File: src/rtl/xy_fill_writer.sv
// Rectangle fill engine: streams one framebuffer write per cycle in raster order.
// Optional clipping is compiled in with macro XY_FILL_CLIP_EN.
module xy_fill_writer #(
   parameter int WIDTH  = 96,
   parameter int HEIGHT = 64
) (
   input  logic        clk,
   input  logic        rst_n,
   input  logic        req_valid,
   output logic        req_ready,
   input  logic [7:0]  x0,
   input  logic [7:0]  x1,
   input  logic [7:0]  y0,
   input  logic [7:0]  y1,
   input  logic [15:0] color,
   output logic        wr_en,
   output logic [12:0] wr_addr,
   output logic [15:0] wr_data,
   output logic        busy,
   output logic        done,
   output logic        err
);

   // state | meaning
   // IDLE  | waiting for a request, req_ready high
   // FILL  | one write presented on wr_* every cycle
   // DONE  | done pulse (with err if the request was rejected)
   typedef enum logic [1:0] {IDLE, FILL, DONE} state_t;

   localparam logic [7:0]  X_MAX = 8'(WIDTH - 1);
   localparam logic [7:0]  Y_MAX = 8'(HEIGHT - 1);
   localparam logic [12:0] W13   = 13'(WIDTH);

   state_t      state, state_nx;
   logic [7:0]  n_xl, n_xh, n_yl, n_yh;
   logic [7:0]  xl, xh, yh, cx, cy;
   logic [12:0] row_base, row0;
   logic        reject, accept, last, err_q;

   // Constant-coefficient multiply by WIDTH as a sum of shifted terms.
   function automatic logic [12:0] mul_width(input logic [7:0] y);
      logic [12:0] acc;
      acc = '0;
      for (int i = 0; i < 13; i++)
         if (W13[i]) acc = acc + (13'(y) << i);
      return acc;
   endfunction

   always_comb begin
      n_xl = (x0 < x1) ? x0 : x1;
      n_xh = (x0 < x1) ? x1 : x0;
      n_yl = (y0 < y1) ? y0 : y1;
      n_yh = (y0 < y1) ? y1 : y0;
`ifdef XY_FILL_CLIP_EN
      reject = (n_xl > X_MAX) || (n_yl > Y_MAX);
      if (n_xh > X_MAX) n_xh = X_MAX;
      if (n_yh > Y_MAX) n_yh = Y_MAX;
`else
      reject = (n_xh > X_MAX) || (n_yh > Y_MAX);
`endif
   end

   assign row0      = mul_width(n_yl);
   assign accept    = req_valid && (state == IDLE);
   assign last      = (cx == xh) && (cy == yh);
   assign req_ready = (state == IDLE);
   assign busy      = (state != IDLE);
   assign done      = (state == DONE);
   assign err       = done && err_q;

   always_ff @(posedge clk) begin
      if (!rst_n) state <= IDLE;
      else        state <= state_nx;
   end

   always_comb begin
      state_nx = state;
      case (state)
         IDLE:    if (accept) state_nx = reject ? DONE : FILL;
         FILL:    if (last) state_nx = DONE;
         DONE:    state_nx = IDLE;
         default: state_nx = IDLE;
      endcase
   end

   // The first pixel is registered on the accept edge so it appears the next cycle.
   always_ff @(posedge clk) begin
      if (!rst_n) begin
         wr_en    <= 1'b0;
         wr_addr  <= '0;
         wr_data  <= '0;
         err_q    <= 1'b0;
         xl       <= '0;
         xh       <= '0;
         yh       <= '0;
         cx       <= '0;
         cy       <= '0;
         row_base <= '0;
      end else begin
         case (state)
            IDLE: begin
               wr_en <= 1'b0;
               if (accept) begin
                  err_q    <= reject;
                  xl       <= n_xl;
                  xh       <= n_xh;
                  yh       <= n_yh;
                  cx       <= n_xl;
                  cy       <= n_yl;
                  row_base <= row0;
                  wr_data  <= color;
                  if (!reject) begin
                     wr_en   <= 1'b1;
                     wr_addr <= row0 + {5'b0, n_xl};
                  end
               end
            end
            FILL: begin
               if (last) begin
                  wr_en <= 1'b0;
               end else if (cx == xh) begin
                  cx       <= xl;
                  cy       <= cy + 8'd1;
                  row_base <= row_base + W13;
                  wr_addr  <= row_base + W13 + {5'b0, xl};
               end else begin
                  cx      <= cx + 8'd1;
                  wr_addr <= wr_addr + 13'd1;
               end
            end
            default: wr_en <= 1'b0;
         endcase
      end
   end

endmodule

File: config.mk
export PLATFORM = sky130hd
export DESIGN_NAME = xy_fill_writer
export DESIGN_NICKNAME = d
export VERILOG_FILES = /design/src/rtl/xy_fill_writer.sv
export SDC_FILE = /design/constraint.sdc
export NUM_CORES = 1
export LEC_CHECK = 0
export ABC_AREA = 1
export CAP_MARGIN = 10
export CORE_ASPECT_RATIO = 1.1
export CORE_MARGIN = 2
export CORE_UTILIZATION = 40
export DETAILED_ROUTE_END_ITERATION = 16
export DONT_BUFFER_PORTS = 1
export PLACE_DENSITY = 0.65
export SETUP_SLACK_MARGIN = 0.02
export SLEW_MARGIN = 20
export SYNTH_ARGS = -nofsm -noshare
export SYNTH_HDL_FRONTEND = slang
export SYNTH_SLANG_ARGS = --single-unit
File: constraint.sdc
create_clock -name clk -period 5.1 [get_ports clk]
set_input_delay 0.51 -clock clk [delete_from_list [all_inputs] [get_ports clk]]
set_output_delay 0.51 -clock clk [all_outputs]
set_load 0.05 [all_outputs]
After elaboration in Yosys (flattened, before gate mapping)
Index checks and enable logic that the tools add are counted.
{"block": "op_classes", "eq_ne": 9, "addsub": 7, "order_cmp": 4, "n_reduce_logical": 12, "muxes": 29}
{"operator": "13-bit two-way mux", "count": 7}
{"operator": "8-bit two-way mux", "count": 10}
{"operator": "13-bit one-hot mux with 2 select lines", "count": 2}
{"operator": "8-bit one-hot mux with 2 select lines", "count": 2}
{"operator": "13-bit by 8-bit adder with 13-bit output", "count": 2}
{"operator": "8-bit by 1-bit adder with 8-bit output (second input constant)", "count": 2}
{"operator": "8-bit equality test", "count": 2}
{"operator": "8-bit less-than comparator", "count": 2}
{"operator": "13-bit by 1-bit adder with 13-bit output (second input constant)", "count": 1}
{"operator": "13-bit adder", "count": 1}
{"operator": "13-bit by 7-bit adder with 13-bit output (second input constant)", "count": 1}
{"operator": "8-bit by 6-bit > comparator with 1-bit output (second input constant)", "count": 1}
{"operator": "8-bit by 7-bit > comparator with 1-bit output (second input constant)", "count": 1}
{"operator": "2-bit inequality test (second input constant)", "count": 4}
{"operator": "4-bit AND reduction", "count": 2}
{"operator": "2-bit two-way mux", "count": 3}
{"operator": "2-bit one-hot mux with 2 select lines", "count": 1}
{"operator": "2-bit AND reduction", "count": 2}
{"operator": "2-bit nonzero test", "count": 2}
{"operator": "1-bit logical AND", "count": 3}
{"operator": "1-bit two-way mux", "count": 3}
{"operator": "3-bit AND reduction", "count": 1}
{"operator": "2-bit by 1-bit equality test with 1-bit output (second input constant)", "count": 1}
{"operator": "2-bit equality test (second input constant)", "count": 1}
{"operator": "4 further kinds", "count": 4}
{"block": "word_totals", "regBits": 86, "in_bits": 51, "out_inout_bits": 34}

Depth between registers and ports, before layout
Gate-level depths: netlist of the first run.
{"block": "depth", "word_depth": 7, "depth_mapped": 27, "mapped_depth_nobuf": 26}

Worst setup path before layout of the first run
No wires, ideal clock.
{"block": "synth_path", "path_type": "input-to-reg", "from": "in y1[5]", "to": "reg wr_addr[12]", "arrival_ns": 3.229, "cell_stages": 21, "n_path_buf": 2, "slack_ns": 1.753, "path_cell_list": "inv_1 > ha_1 > a21oi_1 > o21a_1 > buf_6 > nand2_4 > buf_6 > o21ai_0 > ha_1 > ha_1 > ha_1 > nand3_1 > and2_1 > nor2_4 > nand2_2 > inv_1 > nand3_1 > nand2_1 > nand2_1 > nor2_1 > nor2_1"}
{"block": "synth_via", "elab_chain_cells": 7, "word_cells_on_any_way": 12, "classes_between": "add/sub (2); order compare (2); eq/ne (1); mux (5); reduce/logical (2)"}
{"item": "start: declaration", "line": "14", "source": "input logic [7:0] y1,"}
{"item": "8-bit less-than comparator", "line": "52, 53"}
{"item": "8-bit two-way mux", "line": "52", "source": "n_yl = (y0 < y1) ? y0 : y1;"}
{"item": "13-bit adder", "line": "45", "source": "if (W13[i]) acc = acc + (13'(y) << i);"}
{"item": "13-bit by 8-bit adder with 13-bit output", "line": "114", "source": "wr_addr <= row0 + {5'b0, n_xl};"}
{"item": "13-bit two-way mux", "line": "112", "source": "if (!reject) begin"}
{"item": "13-bit two-way mux", "line": "103", "source": "if (accept) begin"}
{"item": "13-bit one-hot mux with 2 select lines", "line": "100", "source": "case (state)"}
{"item": "end signal: assignment", "line": "114"}
{"item": "end signal: assignment", "line": "125", "source": "wr_addr <= row_base + W13 + {5'b0, xl};"}
{"item": "end signal: assignment", "line": "128", "source": "wr_addr <= wr_addr + 13'd1;"}
{"item": "end: declaration", "line": "17", "source": "output logic [12:0] wr_addr,"}
Parallel ways exist; a longest one is shown, timed or not. The select of a mux whose other input is x is not followed.
A chain may end at the register's enable or synchronous reset.

Worst setup path in the final report of the first run
Ends and elaborated chain as after synthesis.

==> results of run 1 <==
[cell usage in the layout (no fill, tap or decap), types with 3 or more instances in the layout]
cell         n
or2_2        4
nand3_1     37
o211ai_1    15
o21ai_1      6
ha_1        30
clkbuf_16    9
inv_1       95
dfxtp_1     81
nand2_2     17
nand3b_1     7
nor3_1       5
nor2_1      90
nand4_1      6
o21ai_0    102
a211oi_1     4
nand2_4      9
nor4_1       4
clkinv_1     3
a21oi_1     64
xor2_1      22
o21a_1       3
a31oi_1     18
xnor2_1      8
buf_4        8
nand2_1    167
[power by group through the flow]
stage,clock network (µW),logic [µW],registers (µW)
after floorplan,0,696,954
after global placement,0,821,986
after detailed placement,0,831,986
after CTS,668,834,973
after global routing,697,958,989
final,654,828,973
[state kept, by name, summed over array words and instances (netlist names)]
register	flops
xh	8
err_q	1
xl	8
wr_addr	13
cx	8
yh	8
state	2
wr_data	16
row_base	8
wr_en	1
cy	8
[routing by layer]
layer / up-vias / track usage / part of all wire
li1: 2782 / - / -
met3: 19 / 0.0430 / 0.063
met2: 120 / 0.327 / 0.46
met5: - / 0 / 0
met1: 2324 / 0.232 / 0.46
met4: 0 / 0.0744 / 0.020
[area by class of cell]
type	count	area, µm²
clock inverters	3	40.0
fillers	1469	7800
flip-flops and latches	81	1620
well taps	188	235
repair buffers	8	60.1
multi-input cells	633	3460
clock buffers	12	256
inverters	100	375
[worst min path at each step]
stage	from	to	cells after the start
2_1_floorplan	row_base[12]	row_base[12]	2
3_3_place_gp	xh[2]	xh[2]	2
6_report	rst_n	yh[0]	2
4_1_cts	rst_n	yh[0]	2
5_1_grt	rst_n	yh[0]	2
3_5_place_dp	xh[2]	xh[2]	2
[cells by family after synthesis]
| family | count (synthesis) |
|---|---|
| AND/OR/NAND/NOR | 352 |
| AO/OA/AOI/OAI | 220 |
| buffers and inverters | 140 |
| flip-flops | 81 |
| adder cells (fa/ha/maj) | 31 |
| XOR/XNOR | 30 |
[metrics by stage]
step                      instance area, µm²  utilization
after global routing                    6050        0.437
after global placement                  5760        0.416
after CTS                               6050        0.437
after detailed placement                5760        0.416
after floorplan                         5670            -
final                                   6050        0.437
==> metrics.txt, run 1 <==
Worst-Skew Late Latency=340 ps; CTS Buf Count=9; CP Capture Point=wr_addr[12]; Synth Area in Adders=0.0698; Design Power=2450 µW; CP Buf/Inv Count=2; Worst R2R End=wr_addr[9]; peak supply drop=0.000239 V; Synth Flop Type=dfxtp_1; run status=finished, final reports clean; antenna diode count=0; post-synthesis xor/xnor area fraction=0.0464; path depth of the worst reg2reg path=14; Post-synth EDFFs=0; switching fraction of total power=0.416; Pleak=0.00282 µW; RSZ-0062 raised after global routing=false; antenna viol nets, final=0; CP cell instances=inv_1 > ha_1 > a21oi_1 > o21a_1 > nand2_4 > o21ai_0 > ha_1 > ha_1 > ha_1 > nand3_1 > and2_1 > nor2_4 > nand2_2 > inv_1 > nand3_1 > nand2_1 > nand2_1 > nor2_1 > nor2_1; Fin. Hold Viols=0; Syn Nets=936; Cell variety after synth=41; placed cells=1,010; CTS tree=built; post-CTS setup buffer count=0; worst-path fanout max=32; MaxCap Viol Count=0; Chip Height=129 µm; Worst slew margin=0.273; Avg WL per Cell=13.5 µm; r2r startpoint=cx[0]; Worst Tran Pin Value=1090 ps; clock transition at the registers of the reported paths=60 ps; Synth top cells by count=nand2_1, o21ai_0, inv_1, nor2_1, dfxtp_1; slowest stage cell, crit path=o21ai_0; TritonRoute pass-1 iters=5; worst setup path class=in2reg; startpoint types=primary input; Critical Path Start=y1[5]; Worst R2R Setup Slack=1920 ps; ratio of cells with drive above 1 in the final layout=0.0741; pwr dens=406 mW/mm²; Crit path top cell by count=ha_1; CP arrival=3830 ps; P_sw=1020 µW; setup TNS=0 ps; register bit total from synthesis=81; WP data required=5340 ps; CP delay by family, top=adder cells; share of the clock period used by the worst path=0.705; Core ar.=0.0139 mm²; Clock Tree Buf Depth=2; setup ws final=1500 ps; starting utilization of the core area=0.409; Avg Cell Area, Syn=6.64 µm²; Post-Route WL=13.8 mm; CTS H-Tree Depth=3; Final setup violation count=0; Rows=45; Post-CTS Resized=0; final hold slack=295 ps; post-layout min period=3600 ps; Cell Area, Synth=0.00567 mm²; initial antenna violation count=0; Comb power frac=0.337; simple-gate share of the synthesized area=0.280; post-synthesis compound-gate area fraction=0.215; synth warn=0; fin. max-slew vios=0; most frequent cell after synthesis=nand2_1; Critical Path Sink Type=flip-flop; die area=0.0151 mm²; multiplexer share of the synthesized area=0; HPWL Detailed=9.97 mm; overflow left after global routing=0; # IOs=85; pre-CTS setup slack=1190 ps; Chip Width=117 µm; Max Freq=278 MHz; Synth top area share=0.286; area delta synth->final=6.78%; gpl congestion=0.827; Clk pwr share=0.266; clock net sink count=81; vias=5,245; largest net degree at the start of global routing=55; CTS hold repair buffers=0; GRT Overall Usage=0.190; Port Buffer Count=0; Clock Tree Root=clkbuf_16; gate count after technology mapping=854; top post-synthesis cells by area=dfxtp_1, nand2_1, o21ai_0, ha_1, inv_1; async set or reset register ratio after synthesis=0; drt drc=0; cell depth of the worst setup path=19; worst clock skew=5.97 ps; DR iter-0 viols=401; sequential share of power=0.396; vias in the first global route=4,908; cell internal pwr=1430 µW; final net count=915; Yosys top cell by area=dfxtp_1; sequential area share after synthesis=0.286; Finished Layout Cells=1,025; vias per cell=5.12; main combinational cell family by area after synthesis=simple AND/OR/NAND/NOR gates; first-pass GRT wire length=23.5 mm; Slowest Stage Delay on Critical Path=500 ps; worst hold-check path type=in2reg
Power figures use the tool's default switching activity.
==> inputs of run 2 (changes only) <==
clock period = 3.6 ns   (was 5.1 ns; I/O delays follow)
==> metrics.txt, run 2 (synthesis gave the netlist of run 1 again) <==
vias per cell=5.04 (was 5.12); Core ar.=0.0139 mm² (unchanged); fin. max-slew vios=0 (unchanged); run status=finished, final reports clean (unchanged); initial antenna violation count=0 (unchanged); max reg flops=16 (unchanged); CTS Buf Count=9 (unchanged); share of the clock period used by the worst path=0.846; Worst-Skew Late Latency=340 ps (about the same); Chip Width=117 µm (unchanged); Worst slew margin=0.301 (was 0.273); commonest non-fill, non-tap cell in the layout=nand2_1 (unchanged); Fin. Hold Viols=0 (unchanged); biggest regs=wr_data: 16 flops, wr_addr: 13 flops (unchanged); GRT Max-Usage Layer=met2 (unchanged); Chip Height=129 µm (unchanged); Post-Route WL=13.8 mm (about the same); setup TNS=0 ps (unchanged); worst-path fanout max=17 (was 32); gpl congestion=0.815 (was 0.827); met1 usage=0.238 (was 0.232); Max Freq=328 MHz; vias in the first global route=4,728 (was 4,908); Clock Tree Buf Depth=2 (unchanged); peak supply drop=0.000458 V (was 0.000239 V); ratio of cells with drive above 1 in the final layout=0.0873 (was 0.0741); post-CTS setup buffer count=0 (unchanged); DR iter-0 viols=294 (was 401); overflow left after global routing=0 (unchanged); Critical Path Start=y1[7] (was y1[5]); Clock Tree Root=clkbuf_16 (unchanged); GRT met3 Usage=0.0430 (unchanged); post-layout min period=3050 ps; worst clock skew=5.94 ps (was 5.97 ps); clock net sink count=81 (unchanged); Worst R2R End=wr_addr[9] (unchanged); MaxCap Viol Count=0 (unchanged); antenna viol nets, final=0 (unchanged); first-pass GRT wire length=23.0 mm (was 23.5 mm); Rows=45 (unchanged); r2r startpoint=cx[5] (was cx[0]); Worst R2R Setup Slack=770 ps (was 1920 ps); HPWL Detailed=10.1 mm (was 9.97 mm); TritonRoute pass-1 iters=5 (unchanged); Worst Tran Pin Value=1050 ps (was 1090 ps); CTS H-Tree Depth=3 (unchanged); Final setup violation count=0 (unchanged); WP data required=3830 ps (was 5340 ps); CTS tree=built (unchanged); CP Capture Point=wr_addr[12] (unchanged); RSZ-0062 raised after global routing=false (unchanged); Finished Layout Cells=1,036 (was 1,025); starting utilization of the core area=0.409 (unchanged); met2 GRT Util=0.309 (was 0.327); pwr dens=582 mW/mm² (was 406 mW/mm²); Port Buffer Count=0 (unchanged); drt drc=0 (unchanged); largest net degree at the start of global routing=55 (unchanged); Pleak=0.00288 µW (was 0.00282 µW); Largest Register=wr_data (unchanged); final net count=925 (was 915); placed cells=1,020 (was 1,010); Avg WL per Cell=13.4 µm (was 13.5 µm); # IOs=85 (unchanged); antenna diode count=0 (unchanged); Post-CTS Resized=0 (unchanged); Critical Path Sink Type=flip-flop (unchanged); clock transition at the registers of the reported paths=60 ps (about the same); path depth of the worst reg2reg path=13 (was 14); CTS hold repair buffers=0 (unchanged); worst setup path class=in2reg (unchanged); startpoint types=primary input (unchanged); GRT Overall Usage=0.186 (was 0.190); vias=5,225 (was 5,245); worst hold-check path type=in2reg (unchanged); most frequent cells in the layout=nand2_1, o21ai_0, inv_1 (unchanged); CP arrival=3270 ps (was 3830 ps); area delta synth->final=8.70% (was 6.78%); die area=0.0151 mm² (unchanged)
==> run 2: worst min-delay path by stage <==
stage	from	end	slack, ps	cells after the start
finish	rst_n	yh[0]	170	2
global route	rst_n	yh[0]	130	2
CTS	rst_n	yh[0]	120	2
detailed placement	xh[2]	xh[2]	470	2
global placement	xh[4]	xh[4]	470	2
floorplan	row_base[12]	row_base[12]	460	2
==> run 2: layer usage <==
metal | vias up | part of all wire
met3 | 20 | 0.062
met4 | 0 | 0.021
met2 | 118 | 0.45
li1 | 2801 | -
met1 | 2286 | 0.47
met5 | - | 0
==> run 2: area by class of cell <==
cell class / count / area (µm²)
timing repair buffer: 18 / 135
multi-input combinational: 633 / 3460
inverter: 100 / 375
clock inverter: 5 / 77.6
fill: 1480 / 7690
clock buffer: 11 / 253
tap: 188 / 235
sequential: 81 / 1620
==> run 2: through the flow <==
| stage | setup slack, ps | hold WS [ps] | instance area [µm²] | utilization | total power, µW |
|---|---|---|---|---|---|
| 2_1_floorplan | 403 | 456 | 5670 | - | 2340 |
| 3_3_place_gp | 274 | 467 | 5830 | 0.421 | 2590 |
| 3_5_place_dp | 222 | 470 | 5830 | 0.421 | 2600 |
| 4_1_cts | 543 | 122 | 6160 | 0.445 | 3620 |
| 5_1_grt | 234 | 130 | 6160 | 0.445 | 3860 |
| 6_report | 553 | 174 | 6160 | 0.445 | 3590 |
==> run 2: critical path, stage by stage <==
cell     delay [ps]
inv_1            50
ha_1            290
nand2_1          70
nor2_1          190
nand2_4         120
nand2_4         190
nand2_1         130
nand2_4         110
nand2_4          70
nand2_1          80
inv_1            40
ha_1            310
ha_1            360
nand3_1          90
and2_1          200
nor2_4          110
nand2_2          70
inv_1            70
nand3_1          70
nand2_1          60
nand2_1          50
nor2_1          110
nor2_1           40
==> run 2: power breakdown <==
group	total, µW	switching (µW)	internal, µW
Combinational	1250	810	440
Clock	1010	364	643
Sequential	1330	283	1050
Total	3590	1460	2130
==> inputs of run 3 (changes only) <==
clock period = 3.05 ns   (was 3.6 ns; I/O delays follow)
==> metrics.txt, run 3 (synthesis gave the netlist of run 1 again) <==
fin. max-slew vios=0 (unchanged); r2r startpoint=row_base[5] (was cx[5]); Core ar.=0.0139 mm² (unchanged); Rows=45 (unchanged); Port Buffer Count=0 (unchanged); antenna viol nets, final=0 (unchanged); Worst-Skew Late Latency=340 ps (about the same); CP Capture Point=wr_addr[12] (unchanged); Avg WL per Cell=13.1 µm (was 13.4 µm); Pleak=0.00302 µW (was 0.00288 µW); Final setup violation count=0 (unchanged); HPWL Detailed=10.6 mm (was 10.1 mm); startpoint types=primary input (unchanged); Core Util, Final=0.462 (was 0.445); initial antenna violation count=0 (unchanged); MaxCap Viol Count=0 (unchanged); DR iter-0 viols=226 (was 294); WP data required=3280 ps (was 3830 ps); most frequent cells in the layout=nand2_1, o21ai_0, inv_1 (unchanged); CP arrival=2980 ps (was 3270 ps); ratio of cells with drive above 1 in the final layout=0.121 (was 0.0873); RSZ-0062 raised after global routing=false (unchanged); peak supply drop=0.000341 V (was 0.000458 V); area delta synth->final=12.9% (was 8.70%); worst clock skew=7.15 ps (was 5.94 ps); largest net degree at the start of global routing=55 (unchanged); # IOs=85 (unchanged); Clock Tree Buf Depth=2 (unchanged); CTS H-Tree Depth=3 (unchanged); Fin. Hold Viols=0 (unchanged); drt drc=0 (unchanged); Worst slew margin=0.388 (was 0.301); CTS Buf Count=9 (unchanged); Chip Width=117 µm (unchanged); Critical Path Sink Type=flip-flop (unchanged); first-pass GRT wire length=23.6 mm (was 23.0 mm); Worst R2R End=wr_addr[12] (was wr_addr[9]); Largest Register=wr_data (unchanged); gpl congestion=0.826 (was 0.815); share of the clock period used by the worst path=0.901; vias in the first global route=4,937 (was 4,728); Worst R2R Setup Slack=630 ps (was 770 ps); overflow left after global routing=0 (unchanged); design area=0.00640 mm² (was 0.00616 mm²); Post-Route WL=14.0 mm (was 13.8 mm); TritonRoute pass-1 iters=5 (unchanged); cell area after placement=0.00608 mm² (was 0.00583 mm²); Critical Path Start=y1[7] (unchanged); biggest regs=wr_data: 16 flops, wr_addr: 13 flops (unchanged); commonest non-fill, non-tap cell in the layout=nand2_1 (unchanged); vias per cell=5.00 (was 5.04); Chip Height=129 µm (unchanged); worst-path fanout max=16 (was 17); run status=finished, final reports clean (unchanged); worst hold-check path type=in2reg (unchanged); Max Freq=364 MHz; post-CTS setup buffer count=0 (unchanged); Clock Tree Root=clkbuf_16 (unchanged); path depth of the worst reg2reg path=19 (was 13); max reg flops=16 (unchanged); die area=0.0151 mm² (unchanged); CTS tree=built (unchanged); vias=5,334 (was 5,225); clock transition at the registers of the reported paths=60 ps (about the same); antenna diode count=0 (unchanged); pwr dens=671 mW/mm² (was 582 mW/mm²); final hold slack=103 ps (was 174 ps); starting utilization of the core area=0.409 (unchanged); CTS hold repair buffers=0 (unchanged); GRT Overall Usage=0.189 (was 0.186); clock net sink count=81 (unchanged); Post-CTS Resized=0 (unchanged); post-layout min period=2750 ps; worst setup path class=in2reg (unchanged); final net count=955 (was 925); Worst Tran Pin Value=915 ps (was 1050 ps)
run 3: cell types whose count changed in the layout (fill, tap and decap cells not counted), sizes merged:
cell,previous run,this run
buf,18,48
bufinv,2,1
clkinv,5,6
run 3: critical path: stages:
cell and delay, ps:
inv_1 30, ha_1 300, nand2_1 80, nor2_1 200
nand2_4 120, nand2_4 170, nand2_1 70, o21ai_1 120
ha_1 240, ha_4 220, ha_4 280, nand3_1 70
and2_1 200, nor2_4 110, nand2_2 60, inv_1 70
nand3_1 70, nand2_1 60, nand2_1 50, nor2_1 110
nor2_1 40
run 3: worst min-delay path by stage:
stage / depth (start not counted) / start / endpoint / slack [ps]
floorplan: 2 / row_base[12] / row_base[12] / 460
global placement: 2 / rst_n / yh[0] / 420
detailed placement: 2 / rst_n / yh[0] / 420
CTS: 2 / rst_n / yh[0] / 80
global route: 2 / rst_n / wr_addr[2] / 110
finish: 2 / rst_n / yh[0] / 100
run 3: area by class of cell:
class	instances	area (µm²)
Fill cell	1471	7450
Sequential cell	81	1620
Inverter	100	375
Tap cell	188	235
Multi-Input combinational cell	633	3490
Clock inverter	5	63.8
Clock buffer	11	253
Timing Repair Buffer	48	360
run 3: power breakdown:
part           switching (µW)  leakage, µW  total (µW)  internal [µW]
sequential                265     0.000670        1500           1230
clock                     448     0.000152        1130            683
combinational            1060      0.00220        1660            603
total                    1770      0.00302        4290           2520
run 3: through the flow:
step | instances | TNS, ps | setup WS (ps) | power, µW
2_1_floorplan | 854 | 0 | 52.7 | 2770
3_3_place_gp | 1050 | 0 | 1.89 | 3160
3_5_place_dp | 1050 | -106 | -67.3 | 3180
4_1_cts | 1066 | 0 | 286 | 4320
5_1_grt | 1066 | 0 | 50.1 | 4610
6_report | 1066 | 0 | 303 | 4290
run 3: per-layer routing:
layer | GRT usage | vias up | wire length (µm)
met2 | 0.322 | 119 | 6480
li1 | - | 2861 | -
met4 | 0.0517 | 0 | 160
met5 | 0 | - | 0
met1 | 0.243 | 2342 | 6570
met3 | 0.0399 | 12 | 793
